<file path="src/rtl/comp2_pkg.sv">
// rtl/comp2_pkg.sv - shared constants and state encoding for the comp2 arbiter slice
package comp2_pkg;

    localparam int OPW = 4;
    localparam logic [OPW-1:0] OVF_PATTERN = 4'b1000;

    typedef enum logic {
        EMPTY = 1'b0,
        FULL  = 1'b1
    } state_t;

endpackage

</file>
<file path="src/rtl/comp2_4bit.sv">
// rtl/comp2_4bit.sv - combinational 4-bit two's complement, result mod 16
module comp2_4bit
    import comp2_pkg::*;
(
    input  logic [OPW-1:0] x,
    output logic [OPW-1:0] y
);

    assign y = ~x + OPW'(1);

endmodule

</file>
<file path="src/rtl/comp2_rr_arbiter.sv">
// rtl/comp2_rr_arbiter.sv - round-robin sharing of one comp2_4bit with a registered result slot
module comp2_rr_arbiter
    import comp2_pkg::*;
#(
    parameter int NREQ = 4,
    parameter int IDW  = 2
) (
    input  logic                clk,
    input  logic                rst,
    input  logic [NREQ-1:0]     req_valid,
    input  logic [OPW*NREQ-1:0] req_data,
    output logic [NREQ-1:0]     req_ready,
    output logic                out_valid,
    output logic [OPW-1:0]      out_data,
    output logic [IDW-1:0]      out_id,
    output logic                out_ovf,
    input  logic                out_ready
);

    state_t          state_q, state_d;
    logic [IDW-1:0]  ptr_q, ptr_d;
    logic [OPW-1:0]  data_q;
    logic [IDW-1:0]  id_q;
    logic            ovf_q;

    logic            free;
    logic            accept;
    logic [NREQ-1:0] grant;
    logic [IDW-1:0]  grant_id;
    logic [OPW-1:0]  operand;
    logic [OPW-1:0]  result;

    // A draining consumer frees the slot in the same cycle, giving one result per clock.
    assign free = (state_q == EMPTY) || out_ready;

    always_comb begin
        int idx;
        idx      = 0;
        grant    = '0;
        grant_id = '0;
        accept   = 1'b0;
        if (!rst && free) begin
            for (int k = 0; k < NREQ; k++) begin
                idx = int'(ptr_q) + k;
                if (idx >= NREQ) begin
                    idx = idx - NREQ;
                end
                if (!accept && req_valid[idx]) begin
                    accept     = 1'b1;
                    grant[idx] = 1'b1;
                    grant_id   = IDW'(idx);
                end
            end
        end
    end

    always_comb begin
        operand = '0;
        for (int i = 0; i < NREQ; i++) begin
            if (grant[i]) begin
                operand = req_data[i*OPW +: OPW];
            end
        end
    end

    comp2_4bit u_comp2 (
        .x (operand),
        .y (result)
    );

    always_comb begin
        ptr_d = ptr_q;
        if (accept) begin
            ptr_d = (grant_id == IDW'(NREQ - 1)) ? '0 : grant_id + IDW'(1);
        end
    end

    always_comb begin
        state_d = state_q;
        case (state_q)
            EMPTY: if (accept) state_d = FULL;
            FULL: begin
                if (accept) begin
                    state_d = FULL;
                end else if (out_ready) begin
                    state_d = EMPTY;
                end
            end
            default: state_d = EMPTY;
        endcase
    end

    always_ff @(posedge clk) begin
        if (rst) begin
            state_q <= EMPTY;
            ptr_q   <= '0;
            data_q  <= '0;
            id_q    <= '0;
            ovf_q   <= 1'b0;
        end else begin
            state_q <= state_d;
            ptr_q   <= ptr_d;
            if (accept) begin
                data_q <= result;
                id_q   <= grant_id;
                ovf_q  <= (operand == OVF_PATTERN);
            end
        end
    end

    assign req_ready = grant;
    assign out_valid = (state_q == FULL);
    assign out_data  = data_q;
    assign out_id    = id_q;
    assign out_ovf   = ovf_q;

endmodule

</file>
<file path="config.mk">
export PLATFORM = sky130hd
export DESIGN_NAME = comp2_rr_arbiter
export DESIGN_NICKNAME = d
export VERILOG_FILES = /design/src/rtl/comp2_pkg.sv /design/src/rtl/comp2_4bit.sv /design/src/rtl/comp2_rr_arbiter.sv
export SDC_FILE = /design/constraint.sdc
export NUM_CORES = 1
export LEC_CHECK = 0
export BUFFER_PORTS_ARGS = -buffer_cell sky130_fd_sc_hd__buf_2
export CORE_MARGIN = 2
export CORE_UTILIZATION = 35
export CTS_CLUSTER_SIZE = 14
export DETAILED_ROUTE_END_ITERATION = 8
export PLACE_DENSITY_LB_ADDON = 0.2
export SLEW_MARGIN = 40
export SYNTH_ARGS = -nofsm -noshare
export SYNTH_HDL_FRONTEND = slang
export SYNTH_SLANG_ARGS = --single-unit
</file>
<file path="constraint.sdc">
create_clock -name clk -period 9.9 [get_ports clk]
set_clock_uncertainty 0.1 [all_clocks]
set_input_delay 1.98 -clock clk [delete_from_list [all_inputs] [get_ports clk]]
set_output_delay 1.98 -clock clk [all_outputs]
set_load 0.1 [all_outputs]
</file>
# Yosys cells after proc, flatten, opt, wreduce, memory -nomap -nowiden
# Cells that the tools add are included.
[word_totals]
reg_bits = 10
inputBits = 23
output_inout_bits = 12
word_cells = 104
[op_classes]
addsub = 9
order_cmp = 12
n_eq_ne = 2
n_mux = 58
bitwise = 5
n_reduce_logical = 13
[ops]
columns = ["cell", "count"]
rows = [
  ["two-way mux 32 bit", 8],
  ["greater-or-equal comparator 32 x 1 -> 1 bit, second input constant", 4],
  ["less-than comparator 32 x 4 -> 1 bit, second input constant", 4],
  ["two-way mux 4 bit", 12],
  ["two-way mux 1 bit", 23],
  ["two-way mux 2 bit", 6],
  ["bitwise OR 4 bit", 3],
  ["subtractor 3 x 3 -> 4 bit, second input constant", 3],
  ["greater-or-equal comparator 3 bit, second input constant", 3],
  ["binary-select mux 1 bit (select 2 bit)", 4],
  ["demux 1 bit (select 2 bit)", 4],
  ["logical AND 1 bit", 8],
  ["adder 2 x 2 -> 3 bit, second input constant", 2],
  ["adder 4 x 1 -> 4 bit, second input constant", 1],
  ["== test 4 bit, second input constant", 1],
  ["logical NOT 1 bit", 4],
  ["inverter 4 bit", 1],
  ["subtractor 2 x 3 -> 4 bit, second input constant", 1],
  ["adder 2 x 1 -> 3 bit, second input constant", 1],
  ["greater-or-equal comparator 2 x 3 -> 1 bit, second input constant", 1],
  ["adder 2 x 1 -> 2 bit, second input constant", 1],
  ["== test 2 bit, second input constant", 1],
  ["case mux 1 bit (2 select lines)", 1],
  ["logical OR 1 bit", 1],
  ["inverter 1 bit", 1],
]

# Longest topological paths before layout
# Gate-level depths: netlist of the first run.
[logic_depth]
word_depth = 27
mapped_depth = 15
mapped_depth_nobuf = 12

# Cells and area by module
# Synthesis of the first run repeated with hierarchy kept, for this count alone.
[unflattened]
cells_unflattened = 139
area_unflattened_um2 = 1131.1
[by_module_without_submodules]
columns = ["module", "n_inst", "cells_per_inst", "area_each_um2", "seq_area_each_um2"]
rows = [
  ["comp2_rr_arbiter", 1, 132, 1076.0, 200.2],
  ["comp2_4bit", 1, 7, 55.1, 0.0],
]

# Worst setup path before layout of the first run
# No wires, ideal clock.
[synth_path]
kind = "in2out"
from = "in req_valid[2]"
to = "out req_ready[2]"
arrival_ns = 3.834
required_time_ns = 7.820
path_slack_ns = 3.986
stages = 6
cell_sequence = "buf_2 > nand3b_1 > a2111oi_4 > o21ai_0 > a21o_2 > inv_1"
[synth_via]
elab_chain_cells = 17
elab_cells_between_ends = 35
cone_classes = "mux (26); bitwise (3); reduce/logical (6)"
[synth_rtl]
columns = ["item", "line_no", "source"]
rows = [
  ["start, declared", "comp2_rr_arbiter.sv:10", "input logic [NREQ-1:0] req_valid,"],
  ["binary-select mux 1 bit (select 2 bit)", "comp2_rr_arbiter.sv:48", "if (!accept && req_valid[idx]) begin"],
  ["two-way mux 1 bit (implied by the code) (2 in a row)", "comp2_rr_arbiter.sv:48", ""],
  ["two-way mux 1 bit", "comp2_rr_arbiter.sv:48", ""],
  ["two-way mux 1 bit", "comp2_rr_arbiter.sv:42", "if (!rst && free) begin"],
  ["logical NOT 1 bit", "comp2_rr_arbiter.sv:48", ""],
  ["logical AND 1 bit", "comp2_rr_arbiter.sv:48", ""],
  ["two-way mux 1 bit", "comp2_rr_arbiter.sv:48", ""],
  ["two-way mux 1 bit", "comp2_rr_arbiter.sv:42", ""],
  ["logical NOT 1 bit", "comp2_rr_arbiter.sv:48", ""],
  ["logical AND 1 bit", "comp2_rr_arbiter.sv:48", ""],
  ["two-way mux 1 bit", "comp2_rr_arbiter.sv:48", ""],
  ["two-way mux 1 bit", "comp2_rr_arbiter.sv:42", ""],
  ["logical NOT 1 bit", "comp2_rr_arbiter.sv:48", ""],
  ["logical AND 1 bit", "comp2_rr_arbiter.sv:48", ""],
  ["two-way mux 4 bit *", "comp2_rr_arbiter.sv:48", ""],
  ["two-way mux 4 bit *", "comp2_rr_arbiter.sv:42", ""],
  ["end, declared", "comp2_rr_arbiter.sv:12", "output logic [NREQ-1:0] req_ready,"],
]
# Mark *: on every way between the ends. The rest lies on a longest branch, timed or not. The select of a mux whose other input is x is not followed.

# Worst setup path after layout of the first run
[layout_path]
from = "in req_valid[2]"
to = "out req_ready[3]"
# The elaborated chain is that of the path after synthesis.

==> reports/qor.yml, run 1 <==
clock_network:
  htreeDepth: 1
  clk_pin_slew_ns: 0.06
  cts_resized: 0
  cts_made_buffers: 3
  holdBufCountCts: 0
  root_buffer: "clkbuf_4"
  numClockSinks: 10
  clk_latency_ns: 0.26
  tritoncts: "yes"
  cts_buffer_depth: 2
  post_cts_buffers: 0
routing:
  vias: 1260
  avgViaCountPerCell: 5.68
  drt_iter0_drc: 60
  dr.pass1.iters: 4
  drt_wl_total_um: 3170
  wire_per_inst_um: 14.3
  post-route-drc-count: 0
  antenna_left: 0
layout:
  finalCoreUtilization_pct: 42.6
  nets: 205
  final_cells: 222
  drive_gt1_share_pct: 32.4
  syn_to_final_growth_pct: 16.5
  num_antenna_cells: 0
sta:
  worst-slew-pin-transition_ns: 0.672
  slew_headroom_pct: 55.1
  final_hold_viol_count: 0
  period_minus_slack_ns: 6.25
  final_max_slew_viol_count: 0
  holdWs_ns: 0.344
  tns_ns: 0
  fmax_mhz: 160
  setup_viol: 0
  rsz0062_at_grt: "no"
  period_share_pct: 63.2
synth:
  ys_async_sr_fraction_pct: 0
  synthTopCellsByCount: "nand2_1 (13), dfxtp_1 (10), a21oi_1 (9), inv_1 (9), nor2_1 (9)"
  ys_warn_count: 0
  ys_seq_area_share_pct: 16.3
  synth_top_area_share_pct: 16.3
  synth_area_mm2: 0.00123
  syn_nets: 178
  ys_seq_elements: 10
  netlist_instances: 150
  avgSynthCellArea_um2: 8.20
  yosysUniqueCellTypes: 50
  synth.area.top_cells: "dfxtp_1 (16%), ha_1 (5.1%), nand2_1 (4.0%), a21oi_1 (3.7%), a21o_1 (3.7%)"
  yosysMostFrequentCell: "nand2_1"
  synth_ff_type: "dfxtp_1"
  yosysTopAreaCell: "dfxtp_1"
  synth-edff-count: 0
setup_path:
  timing.rr.end: "out_data[2]"
  cp_num_cells: 6
  crit_buf_inv: 2
  worstSetupStartpointType: "input pin"
  cp.required_ns: 7.82
  endpoint: "req_ready[3]"
  critPathCaptureType: "output port"
  cp_slowest_cell: "buf_2"
  crit_family: "compound AO/OA/AOI/OAI gates"
  cpMostUsedCell: "buf_2"
  path_cells: "buf_2 > or3b_1 > a2111oi_4 > o21ai_1 > a31oi_2 > buf_2"
  critPathMaxStageDelay_ns: 0.53
  crit-reg2reg-launch: "ptr_q[0]"
  worst-path-max-fanout: 11
  crit_start: "req_valid[2]"
  critPathKind: "in -> out"
  r2r_slack_ns: 5.45
  cp.arrival_ns: 4.17
  rr_worst_depth: 12
pwr:
  peakVddDrop_mv: 0.123
  p_per_area_mw_per_mm2: 193
  p_total_mw: 0.276
  p_leak_nw: 0.624
floorplanning:
  fp.dieArea_mm2: 0.00400
  io_pins: 35
  core_mm2: 0.00336
  chipHeight_um: 63.3
  num_rows: 21
  die_x_um: 63.3
  floorplan.initialDensity_pct: 36.6
grt:
  antenna_found_initial: 0
  grt_overflow: 0
  grt_max_degree: 21
  grt_pass1_vias: 1143
  grt_pass1_wl_um: 5190
  grt_usage_pct: 15.6
placement:
  dp.cells: 218
  place_congestion: 0.858
  hpwl_um: 2470
  portBuffers: 34
status:
  status: "finished clean"
hold_path:
  min_path_type: "reg -> reg"
flow_run:
  cap_violations: 0
==> layout by cell type (no fill, tap or decap), types with 3 or more instances in the layout <==
cell type,count
ha_1,5
clkbuf_4,3
nor2_1,9
or3b_1,4
nor4_1,6
buf_2,34
or3_1,3
nand2_1,13
o211a_1,3
a21oi_1,9
o2111ai_1,4
o21ai_0,8
a21o_1,6
inv_1,9
a211oi_1,5
dfxtp_1,10
mux2i_1,4
==> report_power, final <==
part	internal [mW]	leakage (nW)	total [mW]	switching, mW
combinational	0.0495	0.520	0.182	0.132
clock	0.0223	0.0210	0.0363	0.0140
sequential	0.0496	0.0833	0.0583	0.00870
==> metrics by stage <==
stage / cell area, um^2 / setup WS, ns
after floorplan: 1230 / 3.99
after global placement: 1390 / 3.51
after detailed placement: 1390 / 3.46
after CTS: 1430 / 3.43
after global routing: 1430 / 3.51
final: 1430 / 3.65
==> worst min path at each step <==
stage	from	endpoint	slack, ns	depth (start not counted)
after floorplan	ptr_q[1]	ptr_q[1]	0.51	3
after global placement	out_data[0]	out_data[0]	0.33	2
after detailed placement	out_data[0]	out_data[0]	0.34	2
after CTS	out_data[0]	out_data[0]	0.35	2
after global routing	out_data[0]	out_data[0]	0.37	2
final	out_data[0]	out_data[0]	0.34	2
==> cells by family after synthesis <==
kind of cell    Yosys count  synth area share, %
buf+inv                  21                 8.24
fa+ha+maj                 5                 5.09
compound gates           57                 39.1
flops                    10                 16.3
mux                      10                 10.9
simple gates             47                 20.4
==> tightest hold or removal path: stages, from the launching register on <==
cell     delay [ns]
dfxtp_1        0.31
nand2_1        0.05
nand2_1        0.05
==> state kept, by name (all words and copies together) (netlist names) <==
name       count
out_ovf        1
ptr_q          2
out_valid      1
out_id         2
out_data       4
==> layout make-up <==
class	instances	area, um^2
well taps	46	57.6
clock buffers	4	36.3
inverters	9	33.8
fillers	367	1930
multi-input cells	119	935
repair buffers	34	170
flip-flops and latches	10	200
==> per-layer routing <==
layer  wire length (um)  GRT usage, %  part of all wire [%]
met3                106          1.43                   3.3
met1               1420          20.4                    45
met2               1640          28.1                    52
met5                  0             0                     0
met4                  5          2.45                  0.16
No activity file was read; power rests on OpenSTA's default activity.
==> run 2, diff against run 1 <==
--- a/config.mk
+++ b/config.mk
@@ -5,6 +5,7 @@
 export SDC_FILE = /design/constraint.sdc
 export NUM_CORES = 1
 export LEC_CHECK = 0
+export ABC_AREA = 1
 export BUFFER_PORTS_ARGS = -buffer_cell sky130_fd_sc_hd__buf_2
 export CORE_MARGIN = 2
 export CORE_UTILIZATION = 35
==> constraint.sdc (replaced) <==
create_clock -name clk -period 5.2 [get_ports clk]
set_clock_uncertainty 0.1 [all_clocks]
set_input_delay 1.04 -clock clk [delete_from_list [all_inputs] [get_ports clk]]
set_output_delay 1.04 -clock clk [all_outputs]
set_load 0.1 [all_outputs]
==> reports/qor.yml, run 2 <==
routing:
  dr.pass1.iters: 4  # unchanged
  antenna_left: 0  # unchanged
  wire_per_inst_um: 9.78  # was 14.3 um
  post-route-drc-count: 0  # unchanged
  drt_iter0_drc: 76  # was 60
  vias: 1207  # was 1,260
  avgViaCountPerCell: 4.61  # was 5.68
  drt_wl_total_um: 2560  # was 3170 um
grt:
  grt_max_degree: 18  # was 21
  grt_pass1_vias: 1088  # was 1,143
  antenna_found_initial: 0  # unchanged
  grt_overflow: 0  # unchanged
  grt_pass1_wl_um: 4490  # was 5190 um
  grt_usage_pct: 15.3  # was 15.6%
layout:
  syn_to_final_growth_pct: 20.3  # was 16.5%
  largest_reg_flops: 4  # unchanged
  final_cells: 262  # was 222
  num_antenna_cells: 0  # unchanged
  drive_gt1_share_pct: 32.6  # was 32.4%
  nets: 248  # was 205
  final_cell_mix: "nand2_1 (57), buf_2 (34), inv_1 (20)"  # was buf_2 (34), nand2_1 (13), dfxtp_1 (10)
  final_common_cell: "nand2_1"  # was buf_2
pwr:
  peakVddDrop_mv: 0.310  # was 0.123 mV
  p_clk_share_pct: 5.2  # was 13.1%
  p_per_area_mw_per_mm2: 691  # was 193 mW/mm^2
  p_leak_nw: 0.806  # was 0.624 nW
  p_sw_share_pct: 65.1  # was 56.1%
  seq_power_share_pct: 13.5  # was 21.1%
  p_total_mw: 0.954  # was 0.276 mW
  p_switching_mw: 0.621  # was 0.155 mW
  power.internal_mw: 0.333  # was 0.121 mW
  comb_power_share_pct: 81.4  # was 65.7%
sta:
  setup_viol: 0  # unchanged
  worst-slew-pin-transition_ns: 0.493  # was 0.672 ns
  rsz0062_at_grt: "no"  # unchanged
  holdWs_ns: 0.364  # was 0.344 ns
  tns_ns: 0  # unchanged
  fmax_mhz: 262
  period_share_pct: 73.5
  final_max_slew_viol_count: 0  # unchanged
  final_hold_viol_count: 0  # unchanged
  slew_headroom_pct: 66.9  # was 55.1%
  period_minus_slack_ns: 3.82
clock_network:
  cts_resized: 0  # unchanged
  numClockSinks: 10  # unchanged
  clk_latency_ns: 0.25  # was 0.26 ns
  cts_made_buffers: 3  # unchanged
  post_cts_buffers: 0  # unchanged
  root_buffer: "clkbuf_4"  # unchanged
  tritoncts: "yes"  # unchanged
  holdBufCountCts: 0  # unchanged
  clk_pin_slew_ns: 0.06  # about the same
  cts_buffer_depth: 2  # unchanged
  htreeDepth: 1  # unchanged
synth:
  yosysUniqueCellTypes: 32  # was 50
  syn_nets: 211  # was 178
  synth_area_mm2: 0.00115  # was 0.00123 mm^2
  yosysMostFrequentCell: "nand2_1"  # unchanged
  ys_async_sr_fraction_pct: 0  # unchanged
  ys_seq_area_share_pct: 17.4  # was 16.3%
  synth_top_area_share_pct: 18.6  # was 16.3%
  netlist_instances: 183  # was 150
  yosys.area_share.xor_xnor_pct: 0.763  # was 0%
  synth_mux_area_share_pct: 0  # was 10.9%
  synthTopCellsByCount: "nand2_1 (57), inv_1 (20), nand3_1 (15)"  # was nand2_1 (13), dfxtp_1 (10), a21oi_1 (9), inv_1 (9), nor2_1 (9)
  synth_fa_ha_area_share_pct: 5.45  # was 5.09%
  synth_ff_type: "dfxtp_1"  # unchanged
  synth_top_family_by_area: "simple AND/OR/NAND/NOR gates"  # was compound AO/OA/AOI/OAI gates
  synth-edff-count: 0  # unchanged
  synthSimpleGateAreaFrac_pct: 52.0  # was 20.4%
  yosysTopAreaCell: "nand2_1"  # was dfxtp_1
  avgSynthCellArea_um2: 6.27  # was 8.20 um^2
  synth_compound_area_share_pct: 12.0  # was 39.1%
  ys_warn_count: 0  # unchanged
  synth.area.top_cells: "nand2_1 (19%), dfxtp_1 (17%), inv_1 (6.5%), nand3_1 (6.5%), nand2_4 (5.9%)"  # was dfxtp_1 (16%), ha_1 (5.1%), nand2_1 (4.0%), a21oi_1 (3.7%), a21o_1 (3.7%)
  ys_seq_elements: 10  # unchanged
status:
  status: "finished clean"  # unchanged
hold_path:
  min_path_type: "reg -> reg"  # unchanged
  min_from: "out_id[1]"  # was out_data[0]
setup_path:
  crit-reg2reg-launch: "ptr_q[0]"  # unchanged
  worst-path-max-fanout: 10  # was 11
  cp.required_ns: 4.06  # was 7.82 ns
  critPathCaptureType: "output port"  # unchanged
  r2r_slack_ns: 2.22  # was 5.45 ns
  crit_start: "ptr_q[0]"  # was req_valid[2]
  critPathKind: "reg -> out"  # was in -> out
  worstSetupStartpointType: "flip-flop"  # was input pin
  cp.arrival_ns: 2.68  # was 4.17 ns
floorplanning:
  io_pins: 35  # unchanged
  floorplan.initialDensity_pct: 37.3  # was 36.6%
  chipHeight_um: 61.3  # was 63.3 um
  die_x_um: 61.3  # was 63.3 um
  fp.dieArea_mm2: 0.00375  # was 0.00400 mm^2
  num_rows: 20  # was 21
  core_mm2: 0.00308  # was 0.00336 mm^2
placement:
  hpwl_um: 2130  # was 2470 um
  dp.cells: 259  # was 218
  place_congestion: 0.834  # was 0.858
  portBuffers: 34  # unchanged
flow_run:
  cap_violations: 0  # unchanged
run 2: per-stage QoR:
| step | utilization, % | setup slack (ns) | area (um^2) |
|---|---|---|---|
| floorplan | - | 1.66 | 1150 |
| global placement | 44.1 | 1.47 | 1360 |
| detailed placement | 44.1 | 1.44 | 1360 |
| CTS | 44.8 | 1.34 | 1380 |
| global route | 44.8 | 1.10 | 1380 |
| finish | 44.8 | 1.38 | 1380 |
run 2: worst paths after layout:
| path | depth (start not counted) | end |
|---|---|---|
| max reg2reg | 17 | out_data[2] |
| min | 2 | out_id[1] |
| min reg2reg | 2 | out_id[1] |
| max | 13 | req_ready[3] |
run 2: kinds of logic (layout without fill, tap and decap cells):
logic type | Yosys count | after routing
DFF | 10 | 10
and+or+nand+nor | 113 | 113
xor gates and xnor gates | 1 | 1
AOI/OAI and AO/OA | 20 | 20
buffers and inverters | 34 | 69
adders and majority gates | 5 | 5
run 2: cell type report:
type | instances | area, um^2
clock buffer | 3 | 22.5
fill | 343 | 1700
inverter | 32 | 126
multi-input combinational | 139 | 806
sequential | 10 | 200
tap | 44 | 55.1
timing repair buffer | 34 | 170
run 2: power by group through the flow:
stage | clock (mW) | sequential (mW) | combinational [mW]
final | 0.0492 | 0.128 | 0.777
after CTS | 0.0512 | 0.129 | 0.782
after detailed placement | 0 | 0.131 | 0.778
after global placement | 0 | 0.130 | 0.783
after global routing | 0.0541 | 0.134 | 0.864
after floorplan | 0 | 0.271 | 0.522
run 2: metal layers:
layer | part of all wire [%] | track usage [%]
met1 | 51 | 22.0
met2 | 44 | 25.1
met3 | 5.1 | 0.630
met4 | 0 | 3.73
met5 | 0 | 0
run 2: critical path: stages (launching register included):
cell and delay [ns]:
dfxtp_1 0.59, inv_6 0.09, ha_1 0.38, inv_1 0.11, nand3_1 0.09, nand2_1 0.10, nor2_4 0.18, nand2_1 0.06
nand2_1 0.05, nor2_1 0.04, o21ai_1 0.08, nand2_2 0.12, inv_2 0.10, buf_2 0.42
==> run 3, diff against run 2 <==
==> constraint.sdc (replaced) <==
create_clock -name clk -period 3.1 [get_ports clk]
set_clock_uncertainty 0.1 [all_clocks]
set_input_delay 0.62 -clock clk [delete_from_list [all_inputs] [get_ports clk]]
set_output_delay 0.62 -clock clk [all_outputs]
set_load 0.1 [all_outputs]
==> reports/qor.yml, run 3 (synthesis results as in run 2) <==
setup_path:
  critPathKind: "reg -> out"  # unchanged
  critPathMaxStageDelay_ns: 0.39  # was 0.59 ns
  cp_slowest_cell: "dfxtp_4"  # was dfxtp_1
  critPathCaptureType: "output port"  # unchanged
  worstSetupStartpointType: "flip-flop"  # unchanged
  cpMostUsedCell: "nand2_1"  # unchanged
  cp.required_ns: 2.38  # was 4.06 ns
  path_cells: "inv_2 > ha_4 > inv_1 > nand3_1 > nand2_1 > nor2_4 > nand2_1 > nand2_1 > nor2_1 > o21ai_1 > nand2_2 > inv_2 > buf_12"  # was inv_6 > ha_1 > inv_1 > nand3_1 > nand2_1 > nor2_4 > nand2_1 > nand2_1 > nor2_1 > o21ai_1 > nand2_2 > inv_2 > buf_2
  cp.arrival_ns: 2.12  # was 2.68 ns
  worst-path-max-fanout: 6  # was 10
  r2r_slack_ns: 0.51  # was 2.22 ns
grt:
  grt_overflow: 0  # unchanged
  grt_usage_pct: 15.4  # was 15.3%
  grt_pass1_wl_um: 4510  # was 4490 um
  grt_busiest_layer: "met2"  # unchanged
  use_met1_pct: 22.6  # was 22.0%
  grt_pass1_vias: 1075  # was 1,088
  use_met3_pct: 0.840  # was 0.630%
  grt.met2_usage_pct: 23.7  # was 25.1%
  antenna_found_initial: 0  # unchanged
  grt_max_degree: 18  # unchanged
routing:
  avgViaCountPerCell: 4.56  # was 4.61
  vias: 1198  # was 1,207
  dr.pass1.iters: 4  # unchanged
  drt_wl_total_um: 2620  # was 2560 um
  antenna_left: 0  # unchanged
  wire_per_inst_um: 9.97  # was 9.78 um
  drt_iter0_drc: 86  # was 76
  post-route-drc-count: 0  # unchanged
sta:
  setup_ws_ns: 0.257  # was 1.38 ns
  final_hold_viol_count: 0  # unchanged
  fmax_mhz: 352
  slew_headroom_pct: 67.2  # was 66.9%
  holdWs_ns: 0.363  # was 0.364 ns
  period_share_pct: 91.7
  setup_viol: 0  # unchanged
  rsz0062_at_grt: "no"  # unchanged
  period_minus_slack_ns: 2.84
  worst-slew-pin-transition_ns: 0.489  # was 0.493 ns
  tns_ns: 0  # unchanged
  final_max_slew_viol_count: 0  # unchanged
floorplanning:
  io_pins: 35  # unchanged
  fp.dieArea_mm2: 0.00375  # unchanged
  core_mm2: 0.00308  # unchanged
  floorplan.initialDensity_pct: 37.3  # unchanged
  chipHeight_um: 61.3  # unchanged
  die_x_um: 61.3  # unchanged
  num_rows: 20  # unchanged
clock_network:
  clk_pin_slew_ns: 0.06  # about the same
  cts_buffer_depth: 2  # unchanged
  numClockSinks: 10  # unchanged
  htreeDepth: 1  # unchanged
  holdBufCountCts: 0  # unchanged
  cts_made_buffers: 3  # unchanged
  clk_latency_ns: 0.25  # about the same
  root_buffer: "clkbuf_4"  # unchanged
  tritoncts: "yes"  # unchanged
layout:
  num_antenna_cells: 0  # unchanged
  syn_to_final_growth_pct: 27.7  # was 20.3%
  nets: 249  # was 248
  drive_gt1_share_pct: 34.2  # was 32.6%
  final_cell_mix: "nand2_1 (57), buf_2 (30), inv_1 (20)"  # was nand2_1 (57), buf_2 (34), inv_1 (20)
  fillers: 338  # was 343
  largest_reg_flops: 4  # unchanged
  final_common_cell: "nand2_1"  # unchanged
pwr:
  p_leak_nw: 0.826  # was 0.806 nW
  p_per_area_mw_per_mm2: 1150  # was 691 mW/mm^2
  peakVddDrop_mv: 0.616  # was 0.310 mV
placement:
  place_congestion: 0.915  # was 0.834
  hpwl_um: 2160  # was 2130 um
  portBuffers: 34  # unchanged
  place_ws_ns: 0.286  # was 1.44 ns
status:
  status: "finished clean"  # unchanged
hold_path:
  min_path_type: "reg -> reg"  # unchanged
flow_run:
  cap_violations: 0  # unchanged
-- run 3: path summary, 6_finish.rpt --
| check | cells after the start | end | start |
|---|---|---|---|
| setup reg to reg | 17 | out_data[2] | ptr_q[1] |
| hold / removal | 2 | out_id[1] | out_id[1] |
| setup / recovery | 13 | req_ready[3] | ptr_q[1] |
| hold reg to reg | 2 | out_id[1] | out_id[1] |
-- run 3: cell type report --
type	count	area (um^2)	area share (%)
Clock buffer	3	22.5	1.54
Inverter	32	126	8.63
Multi-Input combinational cell	139	818	55.8
Sequential cell	10	205	14.0
Tap cell	44	55.1	3.76
Timing Repair Buffer	35	238	16.2
-- run 3: repair_timing --
action / 4_1_cts / 5_1_grt
buffers inserted: 0 / 0
gates resized for setup: 0 / 4
setup endpoints to repair: 0 / 5
-- run 3: worst max-delay path, delay by kind of cell (launching register included) --
family                   cells  cell delay [ns]
buffers and inverters        4             0.46
adder cells (fa/ha/maj)      1             0.29
AND/OR/NAND/NOR              7             0.64
AO/OA/AOI/OAI                1             0.09
flip-flops                   1             0.39
-- run 3: per-layer routing --
| layer | share of wire (%) | wire (um) |
|---|---|---|
| met1 | 49 | 1270 |
| met5 | 0 | 0 |
| met2 | 45 | 1170 |
| met3 | 5.5 | 144 |
| met4 | 1.2 | 31 |
-- run 3: per-stage QoR --
step	power, mW	cells	utilization [%]	instance area [um^2]
after global placement	1.59	260	46.3	1430
after floorplan	1.33	183	-	1150
final	1.69	263	47.6	1470
after detailed placement	1.59	260	46.3	1430
after global routing	1.86	263	47.6	1470
after CTS	1.68	263	47.0	1450
-- run 3: where the power goes --
| part | switching, mW | internal (mW) | total, mW | leakage [nW] |
|---|---|---|---|---|
| Clock | 0.0388 | 0.0446 | 0.0834 | 0.0138 |
| Sequential | 0.0333 | 0.180 | 0.213 | 0.0837 |
| Combinational | 0.987 | 0.408 | 1.40 | 0.728 |
